File: config.mk
export PLATFORM = sky130hd
export DESIGN_NAME = dpram_arbiter
export DESIGN_NICKNAME = d
export VERILOG_FILES = /design/src/rtl/dpram_arbiter.sv
export SDC_FILE = /design/constraint.sdc
export NUM_CORES = 1
export LEC_CHECK = 0
export ABC_AREA = 1
export CAP_MARGIN = 20
export CORE_MARGIN = 2
export CORE_UTILIZATION = 52
export CTS_CLUSTER_DIAMETER = 50
export CTS_CLUSTER_SIZE = 30
export DETAILED_ROUTE_END_ITERATION = 10
export PLACE_DENSITY = 0.86
export SYNTH_ARGS = -nofsm -noshare
export SYNTH_HDL_FRONTEND = slang
export SYNTH_SLANG_ARGS = --single-unit
export TNS_END_PERCENT = 50
File: constraint.sdc
create_clock -name Clk -period 7 [get_ports Clk]
set_input_delay 2.1 -clock Clk [delete_from_list [all_inputs] [get_ports Clk]]
set_output_delay 2.1 -clock Clk [all_outputs]
set_load 0.005 [all_outputs]
File: src/rtl/dpram_arbiter.sv
// dpram_arbiter: round-robin arbiter granting up to two accesses per cycle onto a shared dual-port RAM
// Ports:
//   Clk, Clr                 clock (rising edge here, RAM uses falling edge) and sync active-high reset
//   req, we, addr, wdata     per-requester request, write flag, packed address and packed write data
//   gnt                      combinational grant; transfer happens on the rising edge with req & gnt
//   rvalid, rdata            one-cycle read-return pulse and packed read data per requester
//   ram_SPM                  tied low, RAM always in dual-port mode
//   ram_WeA/B, ram_addrA/B   registered RAM commands
//   ram_dinA/B, ram_doutA/B  RAM write data out, RAM read data in
module dpram_arbiter #(
    parameter int N_REQ = 4,
    parameter int AW    = 8,
    parameter int DW    = 8
) (
    input  logic                Clk,
    input  logic                Clr,
    input  logic [N_REQ-1:0]    req,
    input  logic [N_REQ-1:0]    we,
    input  logic [N_REQ*AW-1:0] addr,
    input  logic [N_REQ*DW-1:0] wdata,
    output logic [N_REQ-1:0]    gnt,
    output logic [N_REQ-1:0]    rvalid,
    output logic [N_REQ*DW-1:0] rdata,
    output logic                ram_SPM,
    output logic                ram_WeA,
    output logic                ram_WeB,
    output logic [AW-1:0]       ram_addrA,
    output logic [AW-1:0]       ram_addrB,
    output logic [DW-1:0]       ram_dinA,
    output logic [DW-1:0]       ram_dinB,
    input  logic [DW-1:0]       ram_doutA,
    input  logic [DW-1:0]       ram_doutB
);
    localparam int IW = $clog2(N_REQ);
    logic [IW-1:0]       rr_q, rr_d, g1, g2, pa, pb, idx, last;
    logic                g1_v, g2_v, swap;
    logic                we_a_q, we_a_d, we_b_q, we_b_d;
    logic [AW-1:0]       addr_a_q, addr_a_d, addr_b_q, addr_b_d;
    logic [DW-1:0]       din_a_q, din_a_d, din_b_q, din_b_d;
    logic [IW-1:0]       own_a_q, own_a_d, own_b_q, own_b_d;
    logic                rd_a_q, rd_a_d, rd_b_q, rd_b_d;
    logic [N_REQ-1:0]    rvalid_q, rvalid_d;
    logic [N_REQ*DW-1:0] rdata_q, rdata_d;

    always_comb begin
        g1   = '0;
        g2   = '0;
        g1_v = 1'b0;
        g2_v = 1'b0;
        idx  = '0;
        for (int o = 0; o < N_REQ; o++) begin
            idx = IW'((int'(rr_q) + o) % N_REQ);
            if (req[idx]) begin
                if (!g1_v) begin
                    g1_v = 1'b1;
                    g1   = idx;
                end else if (!g2_v && !(we[g1] && we[idx] && addr[g1*AW +: AW] == addr[idx*AW +: AW])) begin
                    // two writes to one address would be undefined in the RAM, so the later one waits
                    g2_v = 1'b1;
                    g2   = idx;
                end
            end
        end
        if (Clr) begin
            g1_v = 1'b0;
            g2_v = 1'b0;
        end
        // a lone write always rides port A so the RAM never sees WeA=0, WeB=1
        swap     = g2_v && !we[g1] && we[g2];
        pa       = swap ? g2 : g1;
        pb       = swap ? g1 : g2;
        last     = g2_v ? g2 : g1;
        rr_d     = g1_v ? IW'((int'(last) + 1) % N_REQ) : rr_q;
        gnt      = '0;
        if (g1_v) gnt[g1] = 1'b1;
        if (g2_v) gnt[g2] = 1'b1;
        we_a_d   = g1_v && we[pa];
        we_b_d   = g2_v && we[pb];
        addr_a_d = g1_v ? addr[pa*AW +: AW] : '0;
        addr_b_d = g2_v ? addr[pb*AW +: AW] : '0;
        din_a_d  = we_a_d ? wdata[pa*DW +: DW] : '0;
        din_b_d  = we_b_d ? wdata[pb*DW +: DW] : '0;
        own_a_d  = pa;
        own_b_d  = pb;
        rd_a_d   = g1_v && !we[pa];
        rd_b_d   = g2_v && !we[pb];
    end

    // RAM output from the previous falling edge is steered to whoever owned that port
    always_comb begin
        rvalid_d = '0;
        rdata_d  = rdata_q;
        if (rd_a_q) begin
            rvalid_d[own_a_q]             = 1'b1;
            rdata_d[own_a_q*DW +: DW]     = ram_doutA;
        end
        if (rd_b_q) begin
            rvalid_d[own_b_q]             = 1'b1;
            rdata_d[own_b_q*DW +: DW]     = ram_doutB;
        end
    end

    always_ff @(posedge Clk) begin
        if (Clr) begin
            rr_q     <= '0;
            we_a_q   <= 1'b0;
            we_b_q   <= 1'b0;
            addr_a_q <= '0;
            addr_b_q <= '0;
            din_a_q  <= '0;
            din_b_q  <= '0;
            own_a_q  <= '0;
            own_b_q  <= '0;
            rd_a_q   <= 1'b0;
            rd_b_q   <= 1'b0;
            rvalid_q <= '0;
            rdata_q  <= '0;
        end else begin
            rr_q     <= rr_d;
            we_a_q   <= we_a_d;
            we_b_q   <= we_b_d;
            addr_a_q <= addr_a_d;
            addr_b_q <= addr_b_d;
            din_a_q  <= din_a_d;
            din_b_q  <= din_b_d;
            own_a_q  <= own_a_d;
            own_b_q  <= own_b_d;
            rd_a_q   <= rd_a_d;
            rd_b_q   <= rd_b_d;
            rvalid_q <= rvalid_d;
            rdata_q  <= rdata_d;
        end
    end

    assign ram_SPM   = 1'b0;
    assign ram_WeA   = we_a_q;
    assign ram_WeB   = we_b_q;
    assign ram_addrA = addr_a_q;
    assign ram_addrB = addr_b_q;
    assign ram_dinA  = din_a_q;
    assign ram_dinB  = din_b_q;
    assign rvalid    = rvalid_q;
    assign rdata     = rdata_q;
endmodule

* After elaboration in Yosys (flattened, before gate mapping)
Cells that the tools add are included.
Storage, ports and cells: register bits 78, output and inout port bits 75, logic and storage cells 166
Operators by class: add/sub/neg operators 6, order comparisons 17, eq/ne operators 3, shift-type cells 14, mux-type cells 78, bitwise logic cells 6, reduce and logical (&&, ||, !) cells 29
Operator list (number):
- $shiftx 32x6->8 | 10
- $neg 5->34 | 2
- $shift 8x34->32 const A | 2
- $shiftx 8x34->32 | 2
- $bwmux 32 | 2
- $mux 32 | 2
- $lt 2x3->1 const B | 13
- $mux 2 | 19
- $mux 1 | 33
- $bmux 1 s2 | 14
- $eq 8x8->1 | 3
- $logic_and 1x1->1 | 18
- $mux 4 | 4
- $demux 1 s2 | 4
- $ge 2x1->1 const B | 4
- $or 4x4->4 | 2
- $reduce_or 2->1 | 4
- $logic_not 1->1 | 7
- $add 2x1->2 const B | 2
- $add 2x2->2 const B | 2
- $not 1->1 | 4

* Longest topological paths before layout
Gate-level depths: netlist of the first run.
depth in word-level cells 29, depth in mapped cells 36, mapped depth without buffers 32

* Least setup slack after synthesis of the first run
OpenSTA, ideal clock, no wires.
path kind input to output, from input req[3], to output gnt[3], data arrival time 4593 ps, data required time 4900 ps, path slack 307 ps, cell stages on the path 21, path buffers 2, cell sequence inv_1 nand2_1 nand3_1 nand2_1 ha_1 clkbuf_1 clkbuf_1 o21ai_0 o21ai_0 o21ai_0 nor2_1 nand3_1 nor2_1 nor2_1 nand2_1 nand3_1 o21ai_1 nand2_4 inv_1 nand3_1 o31ai_1
Between the ends: word-level cells in the longest chain between the ends 26
RTL lines:
- start: declaration | line 17 | input logic [N_REQ-1:0] req,
- parallel branches: the longest is 25 deep, another holds $shiftx 32x6->8
- $mux 4 * | line 76 | if (g2_v) gnt[g2] = 1'b1;
- end: declaration | line 21 | output logic [N_REQ-1:0] gnt,
Every way passes the cells marked *. The select of a mux whose other input is x is not followed.

* Worst setup path after layout of the first run
from input req[2], to output gnt[0]
Same word-level chain as after synthesis.

==> flow_summary.yaml, run 1 <==
floorplanning:
  core_um2: 13300
  ios: 165
  die_y_um: 121
  dieArea_um2: 14600
  initial_core_util: 0.533
  rows: 42
  die_w_um: 121
setup_path:
  crit_path_end_kind: "output pin"
  worstPathMaxFanout: 4
  start_kind: "input pin"
  required_ns: 4.90
  crit_arrival_ns: 4.96
  critPathKind: "input pin to output pin"
timing:
  hold_viol: 0
  fin_crit_sh: 1.01
  slew_headroom: 0.307
  worstMarginPinSlew_ns: 1.03
  setup_viol: 4
  slew_violations: 0
  timing.final.ws_setup_ns: -0.0645
  min_period_ns: 7.06
  clock-skew-final_ns: 0.0118
  fmax_ghz: 0.142
  timing.hold.ws_ns: 0.526
layout:
  synthToLayoutAreaGrowth_pct: 47.5
  nets: 1552
  drive_gt1_frac: 0.198
  diodes: 0
  final_cell_area_um2: 10500
  finalCoreUtilization: 0.787
yosys:
  synth_top_area_cell: "dfxtp_1"
  yosysWarningCount: 0
  netlist_top_cells_count: "nand2_1, nand3_1, inv_1"
  synth_most_common_cell: "nand2_1"
  synthFlopType: "dfxtp_1"
  ys_seq_area_frac: 0.220
  synth_edf_count: 0
  synthesis.instances: 1200
  syn_nets: 1305
  synth-seq-cells: 78
  async_reset_ff_frac: 0
  synth_top_area_frac: 0.220
  synth_area_um2: 7090
  synth_area_leaders: "dfxtp_1, nand2_1, nand3_1"
  postSynthAreaPerCell_um2: 5.91
  synth.distinct_cells: 42
place:
  placed_cell_area_um2: 9380
  gp_congestion: 0.957
  port_buffers: 163
  dpl.hpwl_um: 19000
grt:
  antenna_found_initial: 0
  grt_busiest_layer: "met2"
  grtUsageTotal: 0.367
  met1_usage: 0.441
  use_met2: 0.635
  grt_pass1_vias: 8808
  grt_max_degree: 37
  use_met3: 0.0608
  grt_pass1_wl_um: 43200
  grt_remaining_overflow: 0
clocking:
  htreeDepth: 3
  clk_pin_slew_worst_paths_ns: 0.06
  worstSkewPairLatency_ns: 0.37
  holdBufCountCts: 0
  cts_tree: "done"
  root_buffer: "clkbuf_16"
  cts_sinks: 78
  cts_buffers: 9
  cts_max_path_buffers: 2
min_path:
  holdCritPathClass: "flip-flop to flip-flop"
detailed_routing:
  drt_wl_total_um: 28900
  dr.pass1.iters: 6
  drc: 0
  drt_iter0_markers: 1584
  dr_total_vias: 9897
  drtAntennaViolNets: 0
  vias_per_cell: 6.08
  wl_per_cell_um: 17.7
run_status:
  status: "finished, violations left"
  violations: "setup timing"
run:
  maxCapViolations: 0
registers in the layout, indices dropped and copies added, names as in the netlist, 2 cells and up:
| register | flops |
|---|---|
| rvalid | 4 |
| ram_addrA | 8 |
| ram_addrB | 8 |
| own_b_q | 2 |
| rr_q | 2 |
| own_a_q | 2 |
| ram_dinA | 8 |
| ram_dinB | 8 |
| rdata | 32 |
logic make-up after synthesis:
group,share of synthesized area
AND/OR/NAND/NOR,0.430
AO/OA/AOI/OAI,0.193
buffers and inverters,0.128
flip-flops,0.220
adder cells (fa/ha/maj),0.0265
XOR/XNOR,0.00247
other,0.000529
layout make-up:
cell class	count	area (µm²)
multi-input combinational	914	5110
inverter	156	596
tap	176	220
sequential	78	1560
clock buffer	10	239
fill	980	2840
timing repair buffer	288	2670
clock inverter	6	70.1
what timing repair did:
| action | in CTS | in global routing |
|---|---|---|
| endpoints found under the setup margin | 4 | 4 |
| pin swaps | 37 | 55 |
| resized for setup | 90 | 79 |
| setup buffers | 9 | 10 |
| cloned | 4 | 3 |
| endpoints found under the hold margin | 0 | 0 |
cells in the final DEF (no fill, tap or decap), types with 6 or more instances in the layout:
cell type / count
nor3_1: 27
nor2_2: 6
ha_1: 13
o21ai_2: 6
o21ai_0: 70
inv_1: 138
a21oi_1: 45
nand2_4: 14
nand3_1: 151
o211ai_1: 10
nand3_4: 8
nand2_1: 343
buf_6: 12
dfxtp_1: 78
o22ai_1: 9
a32oi_1: 8
o21ai_1: 10
a31oi_1: 23
buf_4: 105
clkbuf_16: 10
nand3_2: 37
inv_2: 12
a221oi_1: 25
nor2_1: 46
clkdlybuf4s50_1: 155
nand2_2: 27
final timing paths:
path                   from     endpoint  slack, ns  depth (start not counted)
setup / recovery     req[2]       gnt[0]      -0.06                         26
hold / removal    rdata[18]    rdata[18]       0.53                          2
setup reg to reg    rr_q[0]  ram_dinA[7]       1.19                         31
hold reg to reg   rdata[18]    rdata[18]       0.53                          2
per-layer routing:
metal | part of all wire | vias up
li1 | - | 4511
met5 | 0 | -
met4 | 0.068 | 0
met3 | 0.096 | 210
met2 | 0.48 | 723
met1 | 0.36 | 4453
per-stage QoR:
step | setup TNS [ns] | worst slack [ns] | std cells
3_5_place_dp | -2.73 | -0.706 | 1585
3_3_place_gp | -2.23 | -0.560 | 1585
4_1_cts | 0 | 0.110 | 1614
5_1_grt | -1.02 | -0.305 | 1628
6_report | -0.0864 | -0.0645 | 1628
2_1_floorplan | 0 | 0.307 | 1200
critical path, cell delays in order:
cell and delay (ns):
clkbuf_2 0.10, inv_2 0.04, nand2_2 0.08, nand3_2 0.10, nand2_2 0.14, buf_6 0.12, ha_4 0.14, buf_4 0.11
nand2_1 0.05, nand2_1 0.16, nand2_1 0.07, nand3_1 0.11, buf_4 0.11, nand2_1 0.04, nand2_1 0.05, nand2_1 0.06
nor2_1 0.10, nand2_1 0.12, o21ai_2 0.27, nand2_4 0.10, nand4_1 0.19, nand2_4 0.09, nor2_4 0.13, inv_2 0.07
o32ai_2 0.13, buf_2 0.19
Power of run 1 is not shown: default switching activity piles up to over one toggle a cycle in this logic, so the estimate is an artifact.
==> run 2: changes to the inputs <==
--- a/config.mk
+++ b/config.mk
@@ -6,6 +6,7 @@
 export NUM_CORES = 1
 export LEC_CHECK = 0
 export ABC_AREA = 1
+export ABC_CLOCK_PERIOD_IN_PS = 7000
 export CAP_MARGIN = 20
 export CORE_MARGIN = 2
 export CORE_UTILIZATION = 52
==> results of run 2 <==
Same layout as run 1: the final DEF is identical, and so are final timing and power.
Power of run 2 is left out for the same reason.
==> run 3: changes to the inputs <==
--- a/config.mk
+++ b/config.mk
@@ -14,6 +14,7 @@
 export CTS_CLUSTER_SIZE = 30
 export DETAILED_ROUTE_END_ITERATION = 10
 export PLACE_DENSITY = 0.86
+export SETUP_SLACK_MARGIN = 0.3
 export SYNTH_ARGS = -nofsm -noshare
 export SYNTH_HDL_FRONTEND = slang
 export SYNTH_SLANG_ARGS = --single-unit
==> flow_summary.yaml, run 3 (synthesis results as in run 1) <==
timing:
  worstMarginPinSlew_ns: 1.06
  clock-skew-final_ns: 0.0114
  rsz0062_at_grt: "yes"
  timing.final.ws_setup_ns: 0.119
  min_period_ns: 6.88
  slew_violations: 0
  fin_crit_sh: 0.983
  setup_viol: 0
  fin_setup_tns_ns: 0
  fmax_ghz: 0.145
  slew_headroom: 0.284
  hold_viol: 0
layout:
  synthToLayoutAreaGrowth_pct: 48.7
  nets: 1559
  final_common_cell: "nand2_1"
  largest_reg_flops: 32
  nFillCells: 972
  diodes: 0
  layout_common_cells: "nand2_1, nand3_1, clkdlybuf4s50_1"
  register_area_um2: 1560
  multiInputGateArea_um2: 5100
  drive_gt1_frac: 0.199
floorplanning:
  rows: 42
  dieArea_um2: 14600
  initial_core_util: 0.533
  die_y_um: 121
  ios: 165
  die_w_um: 121
  core_um2: 13300
clocking:
  cts_max_path_buffers: 2
  clk_pin_slew_worst_paths_ns: 0.06
  cts_buffers: 9
  htreeDepth: 3
  cts_sinks: 78
  root_buffer: "clkbuf_16"
  worstSkewPairLatency_ns: 0.36
  cts_tree: "done"
setup_path:
  critPathKind: "input pin to output pin"
  required_ns: 4.90
  crit_path_end_kind: "output pin"
  worstPathMaxFanout: 7
  crit_arrival_ns: 4.78
  start_kind: "input pin"
detailed_routing:
  vias_per_cell: 6.09
  wl_per_cell_um: 17.8
  drt_iter0_markers: 1561
  drt_wl_total_um: 29200
  dr_total_vias: 9958
  drc: 0
  drtAntennaViolNets: 0
  dr.pass1.iters: 6
grt:
  grt_pass1_vias: 8919
  grt_pass1_wl_um: 43700
  grt_max_degree: 37
  antenna_found_initial: 0
  grt_remaining_overflow: 0
  grtUsageTotal: 0.371
place:
  dpl.hpwl_um: 19000
  gp_congestion: 0.957
  post-place-ws_ns: -0.706
  port_buffers: 163
run_status:
  status: "finished clean"
min_path:
  holdCritPathClass: "flip-flop to flip-flop"
run:
  maxCapViolations: 0
==> run 3: layout make-up <==
type	instances	area share
clock buffer	10	0.0227
clock inverter	6	0.00665
inverter	156	0.0575
multi-input combinational	914	0.484
sequential	78	0.148
tap	176	0.0209
timing repair buffer	295	0.260
==> run 3: path summary, 6_finish.rpt <==
| kind | startpoint | to | slack, ns | cells past startpoint |
|---|---|---|---|---|
| hold reg to reg | rdata[17] | rdata[17] | 0.53 | 2 |
| setup / recovery | req[2] | gnt[3] | 0.12 | 23 |
| setup reg to reg | rr_q[0] | ram_dinB[2] | 1.07 | 31 |
| hold / removal | rdata[17] | rdata[17] | 0.53 | 2 |
==> run 3: critical path, stage by stage <==
cell and delay (ns):
buf_6 0.10, nand2_1 0.07, nand2_1 0.08, nand2_2 0.12
nand2_2 0.13, buf_4 0.17, nor2_4 0.14, nand3_4 0.20
buf_8 0.22, nand3_1 0.08, nand3_1 0.10, a21oi_1 0.22
nor2_1 0.07, nand3_1 0.12, nor2_4 0.07, nor2_4 0.14
nand2_4 0.07, nand2_4 0.10, nand2_8 0.07, inv_4 0.08
nand3_4 0.07, o31ai_4 0.06, buf_2 0.18
==> run 3: layer usage <==
metal,track usage,up-vias,routed length [µm]
li1,-,4525,-
met1,0.441,4485,10600
met2,0.643,756,13800
met3,0.0627,192,2850
met4,0.182,0,1830
met5,0,-,0
==> run 3: what timing repair did <==
action                                  CTS  global route
setup buffers                            15            11
endpoints found under the setup margin    4             4
cloned                                    5             3
hold endpoints to repair                  0             0
hold buffers                              0             0
pin swaps                                44            44
gates resized for setup                 113            73
==> run 3: per-stage QoR <==
stage / cell area, µm² / std cells / utilization / hold WS [ns]
finish: 10500 / 1635 / 0.793 / 0.526
CTS: 10100 / 1621 / 0.760 / 0.524
global placement: 9380 / 1585 / 0.706 / 0.503
detailed placement: 9380 / 1585 / 0.706 / 0.510
floorplan: 7090 / 1200 / - / 0.510
global route: 10500 / 1635 / 0.793 / 0.545
Power of run 3 is left out for the same reason.
